### src/rtl/uart_result_tx.sv
// 8N1 UART transmitter that snapshots the systolic array results on done and sends HEADER, C0..C15.
// Define CHECKSUM_EN to append an XOR-of-payload checksum byte after C15.
module uart_result_tx #(
  parameter int unsigned REG_WIDTH    = 8,
  parameter int unsigned OUT_WIDTH    = REG_WIDTH * 2,
  parameter int unsigned NUM_RESULTS  = 16,
  parameter int unsigned CLKS_PER_BIT = 868,
  parameter logic [7:0]  HEADER       = 8'hA5
) (
  input  logic                             clk,
  input  logic                             reset,
  input  logic                             done,
  input  logic [NUM_RESULTS*OUT_WIDTH-1:0] C_bus,
  output logic                             tx,
  output logic                             busy,
  output logic                             frame_done
);

  localparam int unsigned BUS_W     = NUM_RESULTS * OUT_WIDTH;
  localparam int unsigned BPW       = OUT_WIDTH / 8;
  localparam int unsigned PAY_BYTES = NUM_RESULTS * BPW;
`ifdef CHECKSUM_EN
  localparam int unsigned NUM_BYTES = PAY_BYTES + 2;
`else
  localparam int unsigned NUM_BYTES = PAY_BYTES + 1;
`endif
  localparam int unsigned CLK_W  = $clog2(CLKS_PER_BIT);
  localparam int unsigned BYTE_W = $clog2(NUM_BYTES);
  localparam int unsigned SEL_W  = (BPW > 1) ? $clog2(BPW) : 1;

  typedef enum logic [2:0] {
    S_IDLE,
    S_START,
    S_DATA,
    S_STOP,
    S_DONE
  } state_t;

  state_t              state_q, state_n;
  logic                tx_q, tx_n;
  logic                busy_q, busy_n;
  logic                frame_done_q, frame_done_n;
  logic                done_d;
  logic [CLK_W-1:0]    clk_q, clk_n;
  logic [2:0]          bit_q, bit_n;
  logic [BYTE_W-1:0]   byte_q, byte_n;
  logic [SEL_W-1:0]    sel_q, sel_n;
  logic [BUS_W-1:0]    shadow_q, shadow_n;
  logic [7:0]          shift_q, shift_n;
  logic [7:0]          pay_byte;
  logic                bit_end;
`ifdef CHECKSUM_EN
  logic [7:0]          chk_q, chk_n;
`endif

  // Current payload byte: MSB byte first within the word at the bottom of the shadow.
  always_comb begin
    pay_byte = '0;
    for (int j = 0; j < BPW; j++) begin
      if (sel_q == SEL_W'(j)) pay_byte = shadow_q[(BPW-1-j)*8 +: 8];
    end
  end

  assign bit_end = (clk_q == CLK_W'(CLKS_PER_BIT - 1));

  always_comb begin
    state_n      = state_q;
    tx_n         = tx_q;
    busy_n       = busy_q;
    frame_done_n = 1'b0;
    clk_n        = clk_q;
    bit_n        = bit_q;
    byte_n       = byte_q;
    sel_n        = sel_q;
    shadow_n     = shadow_q;
    shift_n      = shift_q;
`ifdef CHECKSUM_EN
    chk_n        = chk_q;
`endif
    case (state_q)
      S_IDLE: begin
        tx_n   = 1'b1;
        busy_n = 1'b0;
        if (done && !done_d) begin
          state_n  = S_START;
          tx_n     = 1'b0;
          busy_n   = 1'b1;
          clk_n    = '0;
          byte_n   = '0;
          sel_n    = '0;
          shadow_n = C_bus;
          shift_n  = HEADER;
`ifdef CHECKSUM_EN
          chk_n    = '0;
`endif
        end
      end
      S_START: begin
        if (bit_end) begin
          clk_n   = '0;
          bit_n   = '0;
          state_n = S_DATA;
          tx_n    = shift_q[0];
          shift_n = {1'b0, shift_q[7:1]};
        end else begin
          clk_n = clk_q + 1'b1;
        end
      end
      S_DATA: begin
        if (bit_end) begin
          clk_n = '0;
          if (bit_q == 3'd7) begin
            state_n = S_STOP;
            tx_n    = 1'b1;
          end else begin
            bit_n   = bit_q + 1'b1;
            tx_n    = shift_q[0];
            shift_n = {1'b0, shift_q[7:1]};
          end
        end else begin
          clk_n = clk_q + 1'b1;
        end
      end
      S_STOP: begin
        if (bit_end) begin
          clk_n = '0;
          if (byte_q == BYTE_W'(NUM_BYTES - 1)) begin
            state_n      = S_DONE;
            tx_n         = 1'b1;
            busy_n       = 1'b0;
            frame_done_n = 1'b1;
          end else begin
            // Next byte starts immediately: no idle gap between bytes.
            state_n = S_START;
            tx_n    = 1'b0;
            byte_n  = byte_q + 1'b1;
`ifdef CHECKSUM_EN
            if (byte_q == BYTE_W'(PAY_BYTES)) begin
              shift_n = chk_q;
            end else begin
              shift_n = pay_byte;
              chk_n   = chk_q ^ pay_byte;
              if (sel_q == SEL_W'(BPW - 1)) begin
                sel_n    = '0;
                shadow_n = shadow_q >> OUT_WIDTH;
              end else begin
                sel_n = sel_q + 1'b1;
              end
            end
`else
            shift_n = pay_byte;
            if (sel_q == SEL_W'(BPW - 1)) begin
              sel_n    = '0;
              shadow_n = shadow_q >> OUT_WIDTH;
            end else begin
              sel_n = sel_q + 1'b1;
            end
`endif
          end
        end else begin
          clk_n = clk_q + 1'b1;
        end
      end
      S_DONE: begin
        state_n = S_IDLE;
        tx_n    = 1'b1;
        busy_n  = 1'b0;
      end
      default: begin
        state_n = S_IDLE;
        tx_n    = 1'b1;
        busy_n  = 1'b0;
      end
    endcase
  end

  always_ff @(posedge clk or posedge reset) begin
    if (reset) begin
      state_q      <= S_IDLE;
      tx_q         <= 1'b1;
      busy_q       <= 1'b0;
      frame_done_q <= 1'b0;
      done_d       <= 1'b0;
      clk_q        <= '0;
      bit_q        <= '0;
      byte_q       <= '0;
      sel_q        <= '0;
      shadow_q     <= '0;
      shift_q      <= '0;
`ifdef CHECKSUM_EN
      chk_q        <= '0;
`endif
    end else begin
      state_q      <= state_n;
      tx_q         <= tx_n;
      busy_q       <= busy_n;
      frame_done_q <= frame_done_n;
      done_d       <= done;
      clk_q        <= clk_n;
      bit_q        <= bit_n;
      byte_q       <= byte_n;
      sel_q        <= sel_n;
      shadow_q     <= shadow_n;
      shift_q      <= shift_n;
`ifdef CHECKSUM_EN
      chk_q        <= chk_n;
`endif
    end
  end

  assign tx         = tx_q;
  assign busy       = busy_q;
  assign frame_done = frame_done_q;

endmodule
### config.mk
export PLATFORM = sky130hd
export DESIGN_NAME = uart_result_tx
export DESIGN_NICKNAME = d
export VERILOG_FILES = /design/src/rtl/uart_result_tx.sv
export SDC_FILE = /design/constraint.sdc
export NUM_CORES = 1
export LEC_CHECK = 0
export CAP_MARGIN = 10
export CELL_PAD_IN_SITES_DETAIL_PLACEMENT = 2
export CELL_PAD_IN_SITES_GLOBAL_PLACEMENT = 2
export CORE_MARGIN = 2
export CORE_UTILIZATION = 35
export CTS_BUF_LIST = sky130_fd_sc_hd__clkbuf_16
export DETAILED_ROUTE_END_ITERATION = 10
export PLACE_DENSITY = 0.92
export SLEW_MARGIN = 20
export SYNTH_ARGS = -nofsm -noshare
export SYNTH_HDL_FRONTEND = slang
export SYNTH_SLANG_ARGS = --single-unit
### constraint.sdc
create_clock -name clk -period 27.8 [get_ports clk]
set_input_delay 5.56 -clock clk [delete_from_list [all_inputs] [get_ports clk]]
set_output_delay 5.56 -clock clk [all_outputs]
set_load 0.005 [all_outputs]
# Word-level counts from Yosys, hierarchy flattened
# Cells that the tools add are included.
# W data, S select, Z words.
totals:
  mem_bits_ro: 0
  n_memories: 0
  reg_bits: 291
  out_inout_bits: 3
  ram_bits: 0
  latch_bits: 0
  in_bits: 259
op_classes:
  bitwise_logic: 1
  div_mod_pow: 0
  addsub: 4
  muxes: 49
  n_reduce_logical: 17
  shift: 0
  magnitude_cmp: 0
  multipliers: 0
  eq_ne: 15
op_table:
  columns: ["cell", "count"]
  rows:
  - ["$mux W256", 4]
  - ["$pmux W256 S2", 1]
  - ["$mux W8", 7]
  - ["$pmux W8 S4", 1]
  - ["$mux W3", 9]
  - ["$mux W10", 2]
  - ["$pmux W10 S2", 1]
  - ["$mux W6", 3]
  - ["$ne A2 B2 Y1 const B", 9]
  - ["$mux W1", 15]
  - ["$pmux W3 S4", 1]
  - ["$pmux W6 S2", 1]
  - ["$add A10 B1 Y10 const B", 1]
  - ["$eq A10 B10 Y1 const B", 1]
  - ["$reduce_and A5 Y1", 2]
  - ["$reduce_and A4 Y1", 2]
  - ["$reduce_and A7 Y1", 1]
  - ["$add A6 B1 Y6 const B", 1]
  - ["$eq A3 B2 Y1 const B", 2]
  - ["$eq A6 B6 Y1 const B", 1]
  - ["$pmux W3 S2", 1]
  - ["$reduce_and A3 Y1", 2]
  - ["$reduce_bool A2 Y1", 3]
  - ["$pmux W1 S4", 1]
  - ["14 further kinds", 14]

# Depth between registers and ports, before layout
depth:
  depth_word: 5
  mapped_depth: 8
  ltp_nobuf: 6

# Worst setup path after synthesis
# Ideal clock, no wire load.
synth_path:
  path_type: "in2reg"
  from: "input done"
  to: "register shadow_q[150]"
  arrival_ns: 6.956
  n_path_buf: 3
  setup_slack_ns: 20.716
  path_stages: 7
  required_time_ns: 27.672
  cell_sequence: "nand2b_1 -> clkbuf_1 -> o31ai_1 -> o2111ai_4 -> buf_4 -> buf_2 -> mux2_1"
synth_between:
  elab_chain_len: 3
synth_lines:
  columns: ["item", "line_no", "source"]
  rows:
  - ["from (decl)", "12", "input logic done,"]
  - ["$logic_and A1 B1 Y1", "84", "if (done && !done_d) begin"]
  - ["$ne A2 B2 Y1 (no line)", null, null]
  - ["$reduce_and A5 Y1 (no line)", null, null]
  - ["to (signal assigned)", "203", "shadow_q <= shadow_n;"]
  - ["to (decl)", "48", "logic [BUS_W-1:0] shadow_q, shadow_n;"]
# Every way passes these cells.
# A chain may end at the register's enable or synchronous reset.

# Final worst setup path
layout_path:
  from: "input done"
  to: "register shadow_q[55]"
# The elaborated chain is that of the path after synthesis.

==> Flow_metrics.wiki <==
{| class="wikitable"
! Metric !! Value
|-
| Status || finished clean
|-
| Number of vias after detailed routing || 11500
|-
| Latest clock arrival within the worst-skew pair || 0.52 ns
|-
| Synth Area in XOR/XNOR || 0.364%
|-
| Core footprint || 40700 um2
|-
| Hold violation count in the final report || 0
|-
| Layout cell share with drive strength beyond 1 || 5.13%
|-
| Least-Margin Pin Slew || 1.06 ns
|-
| Final setup fails || 0
|-
| Number of global-route vias before repair || 13300
|-
| Number of design rule violations left after detail routing || 0
|-
| Post-route fraction of the period consumed by the critical path || 29.8%
|-
| Crit path capture type || flip-flop
|-
| Number of placement rows || 74
|-
| Critical path's largest stage delay || 0.66 ns
|-
| Kind of path behind the tightest hold check || flip-flop to flip-flop
|-
| Starting Density || 35.4%
|-
| Clk buf depth || 3
|-
| Growth of design area from synthesis to finish || 28.4%
|-
| Synthesized instance count || 1518
|-
| Antenna violations before repair || 9
|-
| Required @ worst endpoint || 28.18 ns
|-
| Buffer cell driving the clock tree root || clkbuf_16
|-
| Number of pins with negative max-slew slack in the final report || 0
|-
| First-pass detailed-route iteration total || 4
|-
| Count of flip-flops with a built-in enable after synthesis || 0
|-
| Die footprint || 42800 um2
|-
| Wire length per cell || 21.1 um
|-
| Via density per instance || 5.03
|-
| WL final || 48400 um
|-
| Total buffers and inverters traversed by the critical path || 4
|-
| Number of setup buffers added after CTS || 0
|-
| Number of buffers added on ports || 261
|-
| Total nets after synthesis || 1782
|-
| Leading register cell type out of synthesis || dfrtp_1
|-
| Maximum ir drop on the vdd rail || 0.0311 mV
|-
| Accumulated negative setup slack || 0 ns
|-
| Mean cell area of the mapped netlist || 9.50 um2
|-
| TritonCTS sink count || 291
|-
| Simple-gate area share of the yosys netlist || 20.5%
|-
| HPWL after DPL || 32700 um
|-
| Type of the worst setup path || input pin to flip-flop
|-
| Global placement routability congestion || 0.803
|-
| Maximum number of pins on one net before global-route repair || 173
|-
| Flop-to-flop setup slack || 23.99 ns
|-
| Highest fanout seen on the critical path || 172
|-
| Leftover overflow at the end of global routing || 0
|-
| Signal arrival time at the worst endpoint || 8.66 ns
|-
| Number of distinct library cell variants in the gate-level netlist after synthesis || 52
|-
| Adder-Cell Fraction of Synth Area || 0.434%
|-
| Die span in x || 207 um
|-
| P per Cell Area || 60.7 nW/um2
|-
| Top Ports || 262
|-
| Number of maximum-capacitance violations || 0
|-
| Depth of the CTS H-tree || 2
|-
| Global-route usage over all layers || 22.7%
|-
| Maximum clock skew at final layout || 0.0156 ns
|-
| Number of storage elements in the synthesis netlist || 291
|-
| Post-route minimum period || 8.29 ns
|-
| Count of cells resized by post-cts repair || 0
|-
| Largest delay contributor family on the critical path || buffers and inverters
|-
| Launching element type of the critical path || input pin
|-
| Proportion of synthesized chip area in sequential cells || 50.5%
|-
| Largest family of logic cells by synthesized area || multiplexers
|-
| CTS tree || yes
|-
| Slowest CP cell || buf_12
|-
| Number of clock buffers inserted by TritonCTS || 36
|-
| Wire length of the first global-routing pass || 74600 um
|-
| Mux cell area share after synthesis || 20.9%
|-
| Number of warning messages in the yosys log || 0
|-
| Sequence of cells on the critical path || clkdlybuf4s50_1 > nand2b_1 > o31ai_1 > o2111ai_4 > buf_12 > buf_4 > buf_16 > mux2_1
|-
| Fraction of the mapped netlist area in compound gates || 3.48%
|-
| Unrepaired setup endpoints after global routing || no
|-
| Syn Std Cell Area || 14400 um2
|-
| Share of synthesized registers carrying an async set or reset || 100%
|-
| Net count reported at finish || 1998
|-
| Leakage Power || 9.49 nW
|-
| Worst relative slew slack || 29.4%
|-
| Residual antenna-violating net count after detailed routing || 0
|-
| Count of hold-fix buffers inserted at cts || 0
|-
| Initial DRC count || 549
|-
| Maximum operating frequency || 121 MHz
|-
| Register clock-pin slew on the reported worst setup and hold paths || 0.06 ns
|-
| Final hold slack || 0.491 ns
|-
| DIE HEIGHT || 207 um
|}
[state kept, by name (all words and copies together), names as in the netlist]
name	flops
busy	1
frame_done	1
bit_q	3
tx	1
done_d	1
byte_q	6
shift_q	8
shadow_q	256
state_q	3
clk_q	10
sel_q	1
[cell usage after synthesis (3+ instances only)]
library cell | count | share of area [%]
and3_1 | 4 | 0.17
dfrtp_1 | 290 | 50
xnor2_1 | 5 | 0.30
or4_1 | 3 | 0.16
a21oi_1 | 8 | 0.28
mux2_1 | 224 | 17
o31ai_1 | 5 | 0.26
buf_4 | 26 | 1.4
mux2_2 | 21 | 1.6
buf_2 | 6 | 0.21
nor2_1 | 10 | 0.26
nand3b_1 | 4 | 0.21
o21ai_0 | 23 | 0.80
inv_1 | 22 | 0.57
clkbuf_1 | 56 | 1.5
a211oi_1 | 8 | 0.42
nand3_1 | 8 | 0.28
mux2i_1 | 26 | 1.8
ha_1 | 5 | 0.43
buf_1 | 4 | 0.10
nand2_1 | 713 | 19
a2bb2oi_1 | 6 | 0.36
[stage by stage]
step           setup slack [ns]  instances  cell area, um2  power, mW  util, %
6_report                  19.51       2291           18500       1.12     45.5
5_1_grt                   19.34       2291           18500       1.17     45.5
4_1_cts                   19.41       2287           18500       1.14     45.4
3_5_place_dp              18.88       2227           17300      0.661     42.5
3_3_place_gp              18.95       2227           17300      0.644     42.5
2_1_floorplan             14.21       1518           14400      0.583        -
[path summary, 6_finish.rpt]
kind                                           start                   endpoint  cells past startpoint
setup / recovery                                done   shadow_q[55]$_DFFE_PP0P_                      8
hold / removal             shadow_q[212]$_DFFE_PP0P_  shadow_q[212]$_DFFE_PP0P_                      1
setup reg to reg              state_q[2]$_DFFE_PP0P_   shadow_q[55]$_DFFE_PP0P_                      7
hold reg to reg            shadow_q[212]$_DFFE_PP0P_  shadow_q[212]$_DFFE_PP0P_                      1
max in group asynchronous                      reset   shadow_q[47]$_DFFE_PP0P_                      4
min in group asynchronous                      reset  shadow_q[228]$_DFFE_PP0P_                      2
[cell usage in the layout (no fill, tap or decap), types with 10 or more instances in the layout]
cell             count
clkbuf_16           37
clkdlybuf4s50_1    261
dfrtp_1            290
inv_1               27
mux2_1             224
mux2_2              21
mux2i_1             26
nand2_1            713
nor2_1              10
o21ai_0             23
[final cells by class]
cell class,instances,area [um2]
fill,4296,22200
sequential,291,7280
multi-input combinational,1111,6590
timing repair buffer,272,2730
clock buffer,37,926
tap,532,666
clock inverter,23,226
inverter,22,90.1
antenna,3,7.51
[cells by family after synthesis]
group	count (synthesis)
AND/OR/NAND/NOR	757
flip-flops	291
multiplexers	271
buffers and inverters	116
AO/OA/AOI/OAI	72
XOR/XNOR	6
adder cells (fa/ha/maj)	5
[layer usage]
layer | vias up | routed length (um) | global-route usage, %
met4 | 10 | 1230 | 6.66
met5 | - | 69 | 0
met1 | 5833 | 19800 | 27.0
met3 | 88 | 1750 | 3.55
met2 | 219 | 25500 | 42.0
li1 | 5367 | - | -
[where the power goes]
| part | total [mW] | switching, mW | internal (mW) |
|---|---|---|---|
| Sequential | 0.519 | 0.0402 | 0.479 |
| Clock | 0.469 | 0.183 | 0.286 |
| Combinational | 0.137 | 0.0592 | 0.0774 |
| Total | 1.12 | 0.283 | 0.842 |
(Power assumes the default switching activity.)
